$ cat src/rtl/prog_ctrl_pkg.sv
// Shared types and constants for the program run controller.
package prog_ctrl_pkg;

  typedef enum logic [2:0] {IDLE, LAUNCH, RUN, DRAIN, DONE} run_state_t;

  localparam int unsigned BASE_W = 10;
  localparam logic [BASE_W-1:0] PC_BASE [3] = '{10'd0, 10'd256, 10'd512};
  localparam logic [1:0] PROG_SEL_ILLEGAL = 2'd3;

  // Table lookup that never indexes past the three legal programs.
  function automatic logic [BASE_W-1:0] pc_base_of(input logic [1:0] sel);
    logic [BASE_W-1:0] base;
    base = PC_BASE[0];
    case (sel)
      2'd1:    base = PC_BASE[1];
      2'd2:    base = PC_BASE[2];
      default: base = PC_BASE[0];
    endcase
    return base;
  endfunction

endpackage

$ cat src/rtl/prog_run_ctrl_if.sv
// Data-memory request bus; the requester is master, the memory side is slave.
interface prog_run_ctrl_if #(
  parameter int unsigned AW = 8,
  parameter int unsigned DW = 8
);
  logic          we;
  logic [AW-1:0] addr;
  logic [DW-1:0] wdata;
  logic [DW-1:0] rdata;

  modport master (output we, addr, wdata, input rdata);
  modport slave  (input we, addr, wdata, output rdata);
endinterface

$ cat src/rtl/dmem_port_mux.sv
// Combinational owner select for the single data-memory port.
module dmem_port_mux (
  input  logic             host_gnt,
  prog_run_ctrl_if.slave   host,
  prog_run_ctrl_if.slave   core,
  prog_run_ctrl_if.master  mem
);

  // The non-owner's write enable is simply dropped.
  assign mem.we    = host_gnt ? host.we    : core.we;
  assign mem.addr  = host_gnt ? host.addr  : core.addr;
  assign mem.wdata = host_gnt ? host.wdata : core.wdata;

  assign host.rdata = mem.rdata;
  assign core.rdata = mem.rdata;

endmodule

$ cat src/rtl/prog_run_ctrl.sv
// Run controller: launches a core program, watchdogs it, and owns the data-memory port.
// Optional: define PRG_CYCLE_CNT_EN to add the cyc_cnt run-length output.
module prog_run_ctrl
  import prog_ctrl_pkg::*;
#(
  parameter int unsigned AW     = 8,
  parameter int unsigned DW     = 8,
  parameter int unsigned PCW    = 10,
  parameter int unsigned WDOG_W = 16
) (
  input  logic              CLK,
  input  logic              RST_n,
  input  logic              req,
  input  logic [1:0]        prog_sel,
  output logic              done,
  output logic              timeout,
  output logic              sel_err,
  output logic              busy,
  output logic              core_start,
  output logic [PCW-1:0]    core_pc_base,
  input  logic              core_halt,
  output logic              host_gnt,
`ifdef PRG_CYCLE_CNT_EN
  output logic [WDOG_W-1:0] cyc_cnt,
`endif
  prog_run_ctrl_if.slave    host,
  prog_run_ctrl_if.slave    core,
  prog_run_ctrl_if.master   mem
);

  run_state_t        state, nxt_state;
  logic [WDOG_W-1:0] wdog, nxt_wdog;
  logic              nxt_done, nxt_timeout, nxt_sel_err;
  logic [PCW-1:0]    nxt_pc_base;
  logic              nxt_busy_c;

  // Next state and next values of every registered output.
  always_comb begin
    nxt_state   = state;
    nxt_wdog    = wdog;
    nxt_done    = done;
    nxt_timeout = timeout;
    nxt_sel_err = 1'b0;
    nxt_pc_base = core_pc_base;
    unique case (state)
      IDLE, DONE: begin
        if (req) begin
          if (prog_sel == PROG_SEL_ILLEGAL) begin
            nxt_sel_err = 1'b1;
          end else begin
            nxt_pc_base = PCW'(pc_base_of(prog_sel));
            nxt_done    = 1'b0;
            nxt_timeout = 1'b0;
            nxt_state   = LAUNCH;
          end
        end
      end
      LAUNCH: begin
        nxt_wdog  = '0;
        nxt_state = RUN;
      end
      RUN: begin
        // wdog==0 marks the first RUN cycle, where a stale halt is ignored.
        if (core_halt && (wdog != '0)) begin
          nxt_state = DRAIN;
        end else if (&wdog) begin
          nxt_state   = DONE;
          nxt_done    = 1'b1;
          nxt_timeout = 1'b1;
        end else begin
          nxt_wdog = wdog + WDOG_W'(1);
        end
      end
      DRAIN: begin
        nxt_state = DONE;
        nxt_done  = 1'b1;
      end
      default: nxt_state = IDLE;
    endcase
  end

  assign nxt_busy_c = (nxt_state == LAUNCH) || (nxt_state == RUN) || (nxt_state == DRAIN);

  always_ff @(posedge CLK or negedge RST_n) begin
    if (!RST_n) begin
      state        <= IDLE;
      wdog         <= '0;
      done         <= 1'b0;
      timeout      <= 1'b0;
      sel_err      <= 1'b0;
      busy         <= 1'b0;
      host_gnt     <= 1'b1;
      core_start   <= 1'b0;
      core_pc_base <= '0;
    end else begin
      state        <= nxt_state;
      wdog         <= nxt_wdog;
      done         <= nxt_done;
      timeout      <= nxt_timeout;
      sel_err      <= nxt_sel_err;
      busy         <= nxt_busy_c;
      host_gnt     <= !nxt_busy_c;
      core_start   <= (nxt_state == LAUNCH);
      core_pc_base <= nxt_pc_base;
    end
  end

`ifdef PRG_CYCLE_CNT_EN
  // Run length captured on entry to DONE, cleared by the next launch.
  always_ff @(posedge CLK or negedge RST_n) begin
    if (!RST_n) begin
      cyc_cnt <= '0;
    end else if (nxt_state == LAUNCH) begin
      cyc_cnt <= '0;
    end else if ((nxt_state == DONE) && (state != DONE)) begin
      cyc_cnt <= wdog;
    end
  end
`endif

  dmem_port_mux u_mux (
    .host_gnt (host_gnt),
    .host     (host),
    .core     (core),
    .mem      (mem)
  );

endmodule
$ cat src/flat_wrapper.sv
// flat-port wrapper written by rule: the top's interface ports become plain ports
module prog_run_ctrl_flat import prog_ctrl_pkg::*;
#(
  parameter int unsigned AW     = 8,
  parameter int unsigned DW     = 8,
  parameter int unsigned PCW    = 10,
  parameter int unsigned WDOG_W = 16
)
  (CLK, RST_n, req, prog_sel, done, timeout, sel_err, busy, core_start, core_pc_base, core_halt, host_gnt, host_we, host_addr, host_wdata, host_rdata, core_we, core_addr, core_wdata, core_rdata, mem_we, mem_addr, mem_wdata, mem_rdata);
  prog_run_ctrl_if #(.AW(AW), .DW(DW)) host_i ();
  prog_run_ctrl_if #(.AW(AW), .DW(DW)) core_i ();
  prog_run_ctrl_if #(.AW(AW), .DW(DW)) mem_i ();
  input  logic CLK;
  input  logic RST_n;
  input  logic req;
  input  logic [1:0] prog_sel;
  output logic done;
  output logic timeout;
  output logic sel_err;
  output logic busy;
  output logic core_start;
  output logic [PCW-1:0] core_pc_base;
  input  logic core_halt;
  output logic host_gnt;
  input wire logic [$bits(host_i.we)-1:0] host_we;
  input wire logic [$bits(host_i.addr)-1:0] host_addr;
  input wire logic [$bits(host_i.wdata)-1:0] host_wdata;
  output wire logic [$bits(host_i.rdata)-1:0] host_rdata;
  input wire logic [$bits(core_i.we)-1:0] core_we;
  input wire logic [$bits(core_i.addr)-1:0] core_addr;
  input wire logic [$bits(core_i.wdata)-1:0] core_wdata;
  output wire logic [$bits(core_i.rdata)-1:0] core_rdata;
  output wire logic [$bits(mem_i.we)-1:0] mem_we;
  output wire logic [$bits(mem_i.addr)-1:0] mem_addr;
  output wire logic [$bits(mem_i.wdata)-1:0] mem_wdata;
  input wire logic [$bits(mem_i.rdata)-1:0] mem_rdata;
  assign host_i.we = host_we;
  assign host_i.addr = host_addr;
  assign host_i.wdata = host_wdata;
  assign host_rdata = host_i.rdata;
  assign core_i.we = core_we;
  assign core_i.addr = core_addr;
  assign core_i.wdata = core_wdata;
  assign core_rdata = core_i.rdata;
  assign mem_we = mem_i.we;
  assign mem_addr = mem_i.addr;
  assign mem_wdata = mem_i.wdata;
  assign mem_i.rdata = mem_rdata;
  prog_run_ctrl #(.AW(AW), .DW(DW), .PCW(PCW), .WDOG_W(WDOG_W)) u_core (.CLK(CLK), .RST_n(RST_n), .req(req), .prog_sel(prog_sel), .done(done), .timeout(timeout), .sel_err(sel_err), .busy(busy), .core_start(core_start), .core_pc_base(core_pc_base), .core_halt(core_halt), .host_gnt(host_gnt), .host(host_i), .core(core_i), .mem(mem_i));
endmodule
$ cat config.mk
export PLATFORM = sky130hd
export DESIGN_NAME = prog_run_ctrl_flat
export DESIGN_NICKNAME = d
export VERILOG_FILES = /design/src/rtl/prog_ctrl_pkg.sv /design/src/rtl/prog_run_ctrl_if.sv /design/src/rtl/dmem_port_mux.sv /design/src/rtl/prog_run_ctrl.sv /design/src/flat_wrapper.sv
export SDC_FILE = /design/constraint.sdc
export NUM_CORES = 1
export LEC_CHECK = 0
export ABC_CLOCK_PERIOD_IN_PS = 2900
export CAP_MARGIN = 20
export CORE_ASPECT_RATIO = 0.6
export CORE_MARGIN = 4
export CORE_UTILIZATION = 35
export CTS_CLUSTER_SIZE = 28
export DETAILED_ROUTE_END_ITERATION = 6
export GPL_TIMING_DRIVEN = 0
export PLACE_DENSITY = 0.73
export SYNTH_ARGS = -nofsm -noshare
export SYNTH_HDL_FRONTEND = slang
export SYNTH_SLANG_ARGS = --single-unit
$ cat constraint.sdc
create_clock -name CLK -period 2.9 [get_ports CLK]
set_input_delay 0.58 -clock CLK [delete_from_list [all_inputs] [get_ports CLK]]
set_output_delay 0.58 -clock CLK [all_outputs]
set_load 0.01 [all_outputs]
After elaboration in Yosys (flattened, before gate mapping)

Cells that the tools add are included.

$add $sub $neg: 1
Equal/unequal tests: 15
Mux-type cells: 21
Bitwise logic cells: 1
Reductions and logical operators: 15

Operator list:

| operator                                                                | number |
|---|---|
| 16-bit 2-to-1 mux                                                       | 2 |
| 16-bit one-hot mux with 2 select lines                                  | 1 |
| 10-bit one-hot mux with 2 select lines                                  | 1 |
| 16-bit by 1-bit adder with 16-bit output, second input constant         | 1 |
| 8-bit 2-to-1 mux                                                        | 2 |
| 16-bit AND reduction                                                    | 1 |
| 16-bit nonzero test                                                     | 1 |
| 3-bit by 2-bit equality test with 1-bit output, second input constant   | 4 |
| 3-bit 2-to-1 mux                                                        | 4 |
| 3-bit one-hot mux with 4 select lines                                   | 1 |
| 5-bit AND reduction                                                     | 2 |
| 1-bit 2-to-1 mux                                                        | 8 |
| 2-bit inequality test, second input constant                            | 4 |
| 3-bit by 1-bit equality test with 1-bit output, second input constant   | 2 |
| 3-bit AND reduction                                                     | 2 |
| 2-bit equality test, second input constant                              | 2 |
| 2-bit nonzero test                                                      | 2 |
| 3-bit equality test, second input constant                              | 1 |
| 3-bit zero test                                                         | 1 |
| 1-bit one-hot mux with 3 select lines                                   | 1 |
| 3-bit nonzero test                                                      | 1 |
| 2-bit by 1-bit equality test with 1-bit output, second input constant   | 1 |
| 1-bit logical OR                                                        | 2 |
| 2-bit by 1-bit inequality test with 1-bit output, second input constant | 1 |
| other kinds (5)                                                         | 5 |

Register bits: 35
Input bits: 48
Logic and storage cells: 62

Logic depth before layout (Yosys ltp)

Gate-level depths: netlist (run 1).

Depth in word-level cells: 8
Depth in mapped cells: 9

Modules after synthesis

Synthesis (run 1) repeated with hierarchy kept, for this count alone.

Cells, all modules: 205
Area, all modules: 1971.9 um2

Modules (own cells, without submodules):

| module        | instances | cells each | area each (um2) | sequential area each (um2) |
|---|---|---|---|---|
| prog_run_ctrl | 1         | 170        | 1591.5          | 676.9 |
| dmem_port_mux | 1         | 35         | 380.4           | 0.0 |

Least setup slack after synthesis (run 1)

No wires, ideal clock.

Path kind: reg2out
Start point: register u_core.host_gnt
End point: output port mem_addr[4]
Arrival: 1582 ps
Required time: 2320 ps
Slack: 738 ps
Stages on the path, launching flop included: 4
Buffers on the path: 2
Cell sequence: dfstp_2 -> clkbuf_1 -> buf_1 -> mux2_2

Longest elaborated chain between the ends: 1

Ends and longest elaborated chain:

| element                | RTL line             | source |
|---|---|---|
| start, declared        | prog_run_ctrl.sv:22  | `output logic host_gnt,` |
| start signal, assigned | prog_run_ctrl.sv:102 | `host_gnt <= !nxt_busy_c;` |
| 8-bit 2-to-1 mux       | dmem_port_mux.sv:11  | `assign mem.addr = host_gnt ? host.addr : core.addr;` |
| end, declared          | flat_wrapper.sv:34   | `output wire logic [$bits(mem_i.addr)-1:0] mem_addr;` |

Every way passes these cells.

Worst setup path after layout (run 1)

Start point: register u_core.host_gnt
End point: output port mem_wdata[6]

Longest elaborated chain between the ends: 1

Ends and longest elaborated chain:

| element          | RTL line            | source |
|---|---|---|
| 8-bit 2-to-1 mux | dmem_port_mux.sv:12 | `assign mem.wdata = host_gnt ? host.wdata : core.wdata;` |
| end, declared    | flat_wrapper.sv:35  | `output wire logic [$bits(mem_i.wdata)-1:0] mem_wdata;` |

Every way passes these cells.

==> results.sh, run 1 <==
export IMPL_rsz0062_at_grt="no"
export IMPL_hold_class="register to register"
export IMPL_ios=97
export IMPL_muxShareOfSynthArea_pct=10.5
export IMPL_synthArstFlopShare_pct=100
export IMPL_fp_dieW_um=101
export IMPL_cts_setup_buffers=0
export IMPL_critPathLaunchType="register"
export IMPL_multi_input_area_sq_um=923
export IMPL_drv_cap=0
export IMPL_die_area_sq_um=6490
export IMPL_synth_sequential_area_ratio_pct=37.0
export IMPL_firstDrtPassIters=4
export IMPL_cts_sinks=27
export IMPL_endpoint_kind="output port"
export IMPL_synth_top_family_by_area="simple AND/OR/NAND/NOR gates"
export IMPL_area_growth_pct=53.7
export IMPL_cp_data_required_time_ns=2.32
export IMPL_reg2reg_from="u_core.wdog[0]"
export IMPL_setup_tns_ns=0
export IMPL_ys_seq_elements=27
export IMPL_post_drt_wl_per_cell_um=14.6
export IMPL_synth_compound_area_share_pct=15.9
export IMPL_std_cell_rows=20
export IMPL_hp_start="u_core.done"
export IMPL_fmax_mhz=382
export IMPL_fin_crit_ns=2.62
export IMPL_first_iter_violations=216
export IMPL_grt_total_usage_pct=15.8
export IMPL_setup_viol=0
export IMPL_relSlewSlack_pct=56.1
export IMPL_min_to="u_core.done"
export IMPL_layout_area_seq_sq_um=677
export IMPL_start_util_pct=36.2
export IMPL_yosys_area_share_simple_pct=21.1
export IMPL_yosysUniqueCellTypes=41
export IMPL_via_per_inst=5.00
export IMPL_fin_skew_ns=0.00662
export IMPL_holdPathStages=1
export IMPL_h_tree_depth=1
export IMPL_r2r_end="u_core.wdog[14]"
export IMPL_finalMaxSlewViolations=0
export IMPL_die_h_um=64.0
export IMPL_reg2reg_slack_ns=0.52
export IMPL_synth_area_sq_um=1830
export IMPL_fin_crit_sh_pct=90.3
export IMPL_r2r_cells=8
export IMPL_grt_pass1_wl_um=8310
export IMPL_p_per_area_nw_per_um2=633
export IMPL_routed_wl_um=5110
export IMPL_grt_max_degree=17
export IMPL_antenna_found_initial=0
export IMPL_io_buffers=80
export IMPL_ir_worst_vdd_v=0.000483
export IMPL_synth_area_per_cell_sq_um=9.48
export IMPL_synth_edff_count=0
export IMPL_crit_start="u_core.host_gnt"
export IMPL_hold_viol_final=0
export IMPL_critPathArrivalTime_ns=2.04
export IMPL_cts_hold_buf=0
export IMPL_num_vias=1749
export IMPL_cts_tree="done"
export IMPL_drc_errors=0
export IMPL_grtUsageMet2_pct=22.4
export IMPL_numCtsBuffers=3
export IMPL_synthXorXnorAreaFrac_pct=0
export IMPL_clockBufferDepth=2
export IMPL_worstMarginPinSlew_ns=0.656
export IMPL_diodes=0
export IMPL_clkSlewWorstSetupHoldPaths_ns=0.10
export IMPL_grt_overflow_total=0
export IMPL_hpwl_um=4190
export IMPL_coreArea_sq_um=5050
export IMPL_synthFlopType="dfrtp_1"
export IMPL_grt_util_met3_pct=5.13
export IMPL_synth_adder_area_share_pct=1.37
export IMPL_place_gp_congestion=0.873
export IMPL_status="finished clean"
export IMPL_cts_resized=1
export IMPL_yosysWarnings=0
export IMPL_cts_root_buffer="clkbuf_8"
export IMPL_met1_usage_pct=24.0
export IMPL_nets=335
export IMPL_drive_above_1_share_pct=21.1
export IMPL_busiest_layer="met1"
export IMPL_clkLatencyLatePin_ns=0.28
export IMPL_power_mw=1.78
export IMPL_fillers=450
export IMPL_syn_inst=193
export IMPL_critPathMaxFanout=10
export IMPL_path_class="register to output port"
export IMPL_ant_nets=0
export IMPL_p_leak_nw=1.16
export IMPL_grt_pass1_vias=1601
-- Yosys cell counts, types with 3 or more instances --
master	number	area (sq um)
clkbuf_1	3	11.3
nand4_1	4	25.0
inv_1	7	26.3
dfrtp_1	26	651
or4_1	12	90.1
a21oi_1	14	70.1
nor4_1	4	25.0
mux2_2	17	191
nor2_1	12	45.0
nand2_1	12	45.0
nand3_1	5	25.0
o21ai_0	4	20.0
o31ai_1	11	82.6
buf_4	25	188
o21ai_1	4	20.0
-- worst max path at each step --
stage          slack (ns)             end  cells after the start
3_3_place_gp         0.12    mem_wdata[6]                      4
2_1_floorplan        0.74     mem_addr[4]                      3
5_1_grt              0.19    mem_wdata[0]                      3
4_1_cts              0.25    mem_wdata[6]                      3
6_report             0.28    mem_wdata[6]                      3
3_5_place_dp         0.10  u_core.wdog[2]                      8
-- placed cells by master (no fill, tap or decap), types with 2 or more instances in the layout --
| cell | instances |
|---|---|
| nor2_1 | 12 |
| clkbuf_8 | 3 |
| o21ai_1 | 4 |
| nand2_1 | 12 |
| buf_4 | 25 |
| inv_1 | 7 |
| buf_6 | 2 |
| clkbuf_1 | 2 |
| conb_1 | 8 |
| ha_1 | 2 |
| o21ai_0 | 4 |
| nand4_1 | 4 |
| clkdlybuf4s50_1 | 80 |
| buf_2 | 2 |
| nor3b_1 | 2 |
| o21a_1 | 2 |
| dfrtp_1 | 26 |
| nor4_1 | 4 |
| nand3_1 | 5 |
| o31a_1 | 2 |
| nor3_1 | 2 |
| a21oi_1 | 14 |
| nor3b_2 | 2 |
| o31ai_1 | 11 |
| or4_1 | 12 |
| mux2_2 | 17 |
-- power breakdown --
| group | internal (mW) | total (mW) | switching (mW) |
|---|---|---|---|
| Sequential | 0.456 | 0.542 | 0.0861 |
| Clock | 0.0976 | 0.223 | 0.125 |
| Combinational | 0.543 | 1.02 | 0.474 |
-- metrics by stage --
stage / instances / hold slack [ns] / utilization [%] / worst slack (ns) / cell area (sq um)
after floorplan: 200 / 0.284 / - / 0.738 / 1860
after global placement: 346 / 0.469 / 54.2 / 0.121 / 2740
after detailed placement: 347 / 0.473 / 54.8 / 0.105 / 2770
after CTS: 350 / 0.502 / 55.7 / 0.253 / 2810
after global routing: 350 / 0.521 / 55.7 / 0.186 / 2810
final: 350 / 0.494 / 55.7 / 0.281 / 2810
-- worst max-delay path, cell delays in order (launching register included) --
cell and delay [ns]:
dfstp_2 0.64, buf_2 0.27, mux2_2 0.36, clkdlybuf4s50_1 0.49
-- final cells by class --
class                      instances  share of cell area [%]
tap                               66                    2.93
inverter                           7                   0.934
buffer                            31                    8.09
sequential                        27                    24.1
clock inverter                     1                   0.267
timing repair buffer              81                    29.4
clock buffer                       3                    1.47
multi-input combinational        134                    32.8
-- sequential cells by signal, summed over array words and instances (netlist names) --
register and flops:
u_core.busy 1, u_core.core_pc_base 2, u_core.core_start 1, u_core.done 1, u_core.host_gnt 1, u_core.sel_err 1
u_core.state 3, u_core.timeout 1, u_core.wdog 16
-- per-layer routing --
metal  up-vias  share of wire (%)
met3         4                9.8
met2        70                 43
met4         0               0.57
met1       812                 47
met5         -                  0
li1        863                  -
-- kinds of logic after synthesis --
logic type,count (synthesis)
AND/OR/NAND/NOR,64
AO/OA/AOI/OAI,43
buffers and inverters,39
flip-flops,27
multiplexers,17
adder cells (fa/ha/maj),2
other,1
(Power assumes the default switching activity.)
==> run 2: changes to the inputs <==
--- a/config.mk
+++ b/config.mk
@@ -10,7 +10,7 @@
 export CORE_ASPECT_RATIO = 0.6
 export CORE_MARGIN = 4
 export CORE_UTILIZATION = 35
-export CTS_CLUSTER_SIZE = 28
+export CTS_CLUSTER_SIZE = 14
 export DETAILED_ROUTE_END_ITERATION = 6
 export GPL_TIMING_DRIVEN = 0
 export PLACE_DENSITY = 0.73
==> results of run 2 <==
The final DEF is identical to that of run 1; final timing and power are the same.
==> run 3: changes to the inputs <==
--- a/config.mk
+++ b/config.mk
@@ -8,12 +8,13 @@
 export ABC_CLOCK_PERIOD_IN_PS = 2900
 export CAP_MARGIN = 20
 export CORE_ASPECT_RATIO = 0.6
-export CORE_MARGIN = 4
+export CORE_MARGIN = 10
 export CORE_UTILIZATION = 35
 export CTS_CLUSTER_SIZE = 14
 export DETAILED_ROUTE_END_ITERATION = 6
 export GPL_TIMING_DRIVEN = 0
 export PLACE_DENSITY = 0.73
+export SKIP_LAST_GASP = 1
 export SYNTH_ARGS = -nofsm -noshare
 export SYNTH_HDL_FRONTEND = slang
 export SYNTH_SLANG_ARGS = --single-unit
==> results.sh, run 3 (same netlist as run 1, synthesis figures left out) <==
export IMPL_p_seq_share_pct=30.0
export IMPL_critPathArrivalTime_ns=2.05
export IMPL_cts_hold_buf=0
export IMPL_r2r_end="u_core.wdog[14]"
export IMPL_h_tree_depth=1
export IMPL_worst_slack_ns=0.268
export IMPL_critPathMaxFanout=10
export IMPL_drive_above_1_share_pct=21.5
export IMPL_largest_register_ffs=16
export IMPL_fin_util_pct=55.7
export IMPL_hold_class="register to register"
export IMPL_min_to="u_core.done"
export IMPL_clockBufferDepth=2
export IMPL_ios=97
export IMPL_grt_max_degree=20
export IMPL_finalMaxSlewViolations=0
export IMPL_drv_cap=0
export IMPL_power_mw=1.80
export IMPL_p_switching_mw=0.702
export IMPL_num_vias=1749
export IMPL_hpwl_um=4900
export IMPL_p_per_area_nw_per_um2=640
export IMPL_top_regs="u_core.wdog: 16 flops, u_core.state: 3 flops, u_core.core_pc_base: 2 flops"
export IMPL_r2r_cells=8
export IMPL_cts_root_buffer="clkbuf_8"
export IMPL_top_register="u_core.wdog"
export IMPL_timing_hold_ws_ns=0.497
export IMPL_reg2reg_from="u_core.wdog[0]"
export IMPL_routed_wl_um=5910
export IMPL_cts_tree="done"
export IMPL_diodes=0
export IMPL_fillers=457
export IMPL_combinationalPowerShare_pct=57.7
export IMPL_p_leak_nw=1.17
export IMPL_fin_skew_ns=0.00580
export IMPL_antenna_found_initial=0
export IMPL_fp_dieW_um=113
export IMPL_ir_worst_vdd_v=0.000416
export IMPL_io_buffers=80
export IMPL_nets=335
export IMPL_post_place_ws_ns=0.0738
export IMPL_grt_overflow_total=0
export IMPL_grt_pass1_wl_um=9440
export IMPL_relSlewSlack_pct=57.3
export IMPL_coreArea_sq_um=5050
export IMPL_setup_viol=0
export IMPL_cts_sinks=27
export IMPL_first_iter_violations=149
export IMPL_ant_nets=0
export IMPL_place_gp_congestion=0.887
export IMPL_fin_crit_sh_pct=90.8
export IMPL_path_class="register to output port"
export IMPL_area_growth_pct=53.8
export IMPL_clkSlewWorstSetupHoldPaths_ns=0.10
export IMPL_switching_share_pct=39.0
export IMPL_die_h_um=76.0
export IMPL_post_drt_wl_per_cell_um=16.9
export IMPL_critPathLaunchType="register"
export IMPL_numCtsBuffers=3
export IMPL_firstDrtPassIters=4
export IMPL_drc_errors=0
export IMPL_status="finished clean"
export IMPL_final_cell_mix="80 x clkdlybuf4s50_1, 26 x dfrtp_1, 25 x buf_4"
export IMPL_setup_tns_ns=0
export IMPL_hold_viol_final=0
export IMPL_hp_start="u_core.done"
export IMPL_fin_crit_ns=2.63
export IMPL_via_per_inst=5.00
export IMPL_worstMarginPinSlew_ns=0.633
export IMPL_std_cell_rows=20
export IMPL_reg2reg_slack_ns=0.65
export IMPL_layout_commonest_cell="clkdlybuf4s50_1"
export IMPL_cp_data_required_time_ns=2.32
export IMPL_endpoint_kind="output port"
export IMPL_internal_power_mw=1.10
export IMPL_die_area_sq_um=8620
export IMPL_clkLatencyLatePin_ns=0.27
export IMPL_fmax_mhz=380
export IMPL_power_share_clock_pct=12.2
export IMPL_rsz0062_at_grt="no"
export IMPL_holdPathStages=1
export IMPL_grt_pass1_vias=1655
export IMPL_start_util_pct=36.2
export IMPL_grt_total_usage_pct=13.0
-- run 3: cell type report --
type | instances | area, sq um | share of cell area, %
Multi-Input combinational cell | 134 | 923 | 32.8
Buffer | 31 | 229 | 8.13
Timing Repair Buffer | 81 | 828 | 29.4
Inverter | 7 | 26.3 | 0.933
Tap cell | 66 | 82.6 | 2.93
Clock buffer | 3 | 41.3 | 1.47
Sequential cell | 27 | 677 | 24.0
Clock inverter | 1 | 7.51 | 0.267
-- run 3: timing repair --
action,4_1_cts,5_1_grt
endpoints found under the setup margin,10,1
gates resized for setup,1,2
setup buffers,0,0
-- run 3: worst max-delay path: stages (launching register included) --
cell and delay [ns]:
dfstp_2 0.64, buf_2 0.28, mux2_2 0.38, clkdlybuf4s50_1 0.48
-- run 3: worst max path at each step --
stage               cells after the start  slack (ns)               to       startpoint
floorplan                               3        0.74      mem_addr[4]  u_core.host_gnt
global placement                        4        0.13     mem_wdata[5]  u_core.host_gnt
detailed placement                      8        0.07  u_core.wdog[10]              req
CTS                                     3        0.23     mem_wdata[1]  u_core.host_gnt
global route                            8        0.16   u_core.wdog[9]              req
finish                                  3        0.27      mem_addr[4]  u_core.host_gnt
-- run 3: routing by layer --
layer,GRT usage (%),vias to the layer above,wire (um)
met1,17.7,818,2700
li1,-,864,-
met4,0.379,0,4
met2,20.9,65,2740
met5,0,-,0
met3,3.62,2,470
-- run 3: stage by stage --
stage | area (sq um) | cells
6_report | 2820 | 350
5_1_grt | 2820 | 350
4_1_cts | 2810 | 350
3_5_place_dp | 2770 | 347
3_3_place_gp | 2740 | 346
2_1_floorplan | 1860 | 200
-- run 3: power groups by stage --
stage               Combinational, mW  Sequential, mW  Clock (mW)
finish                           1.04           0.541       0.220
global route                     1.12           0.556       0.239
CTS                              1.04           0.542       0.226
detailed placement               1.06           0.530           0
global placement                 1.04           0.527           0
floorplan                       0.582           0.536           0
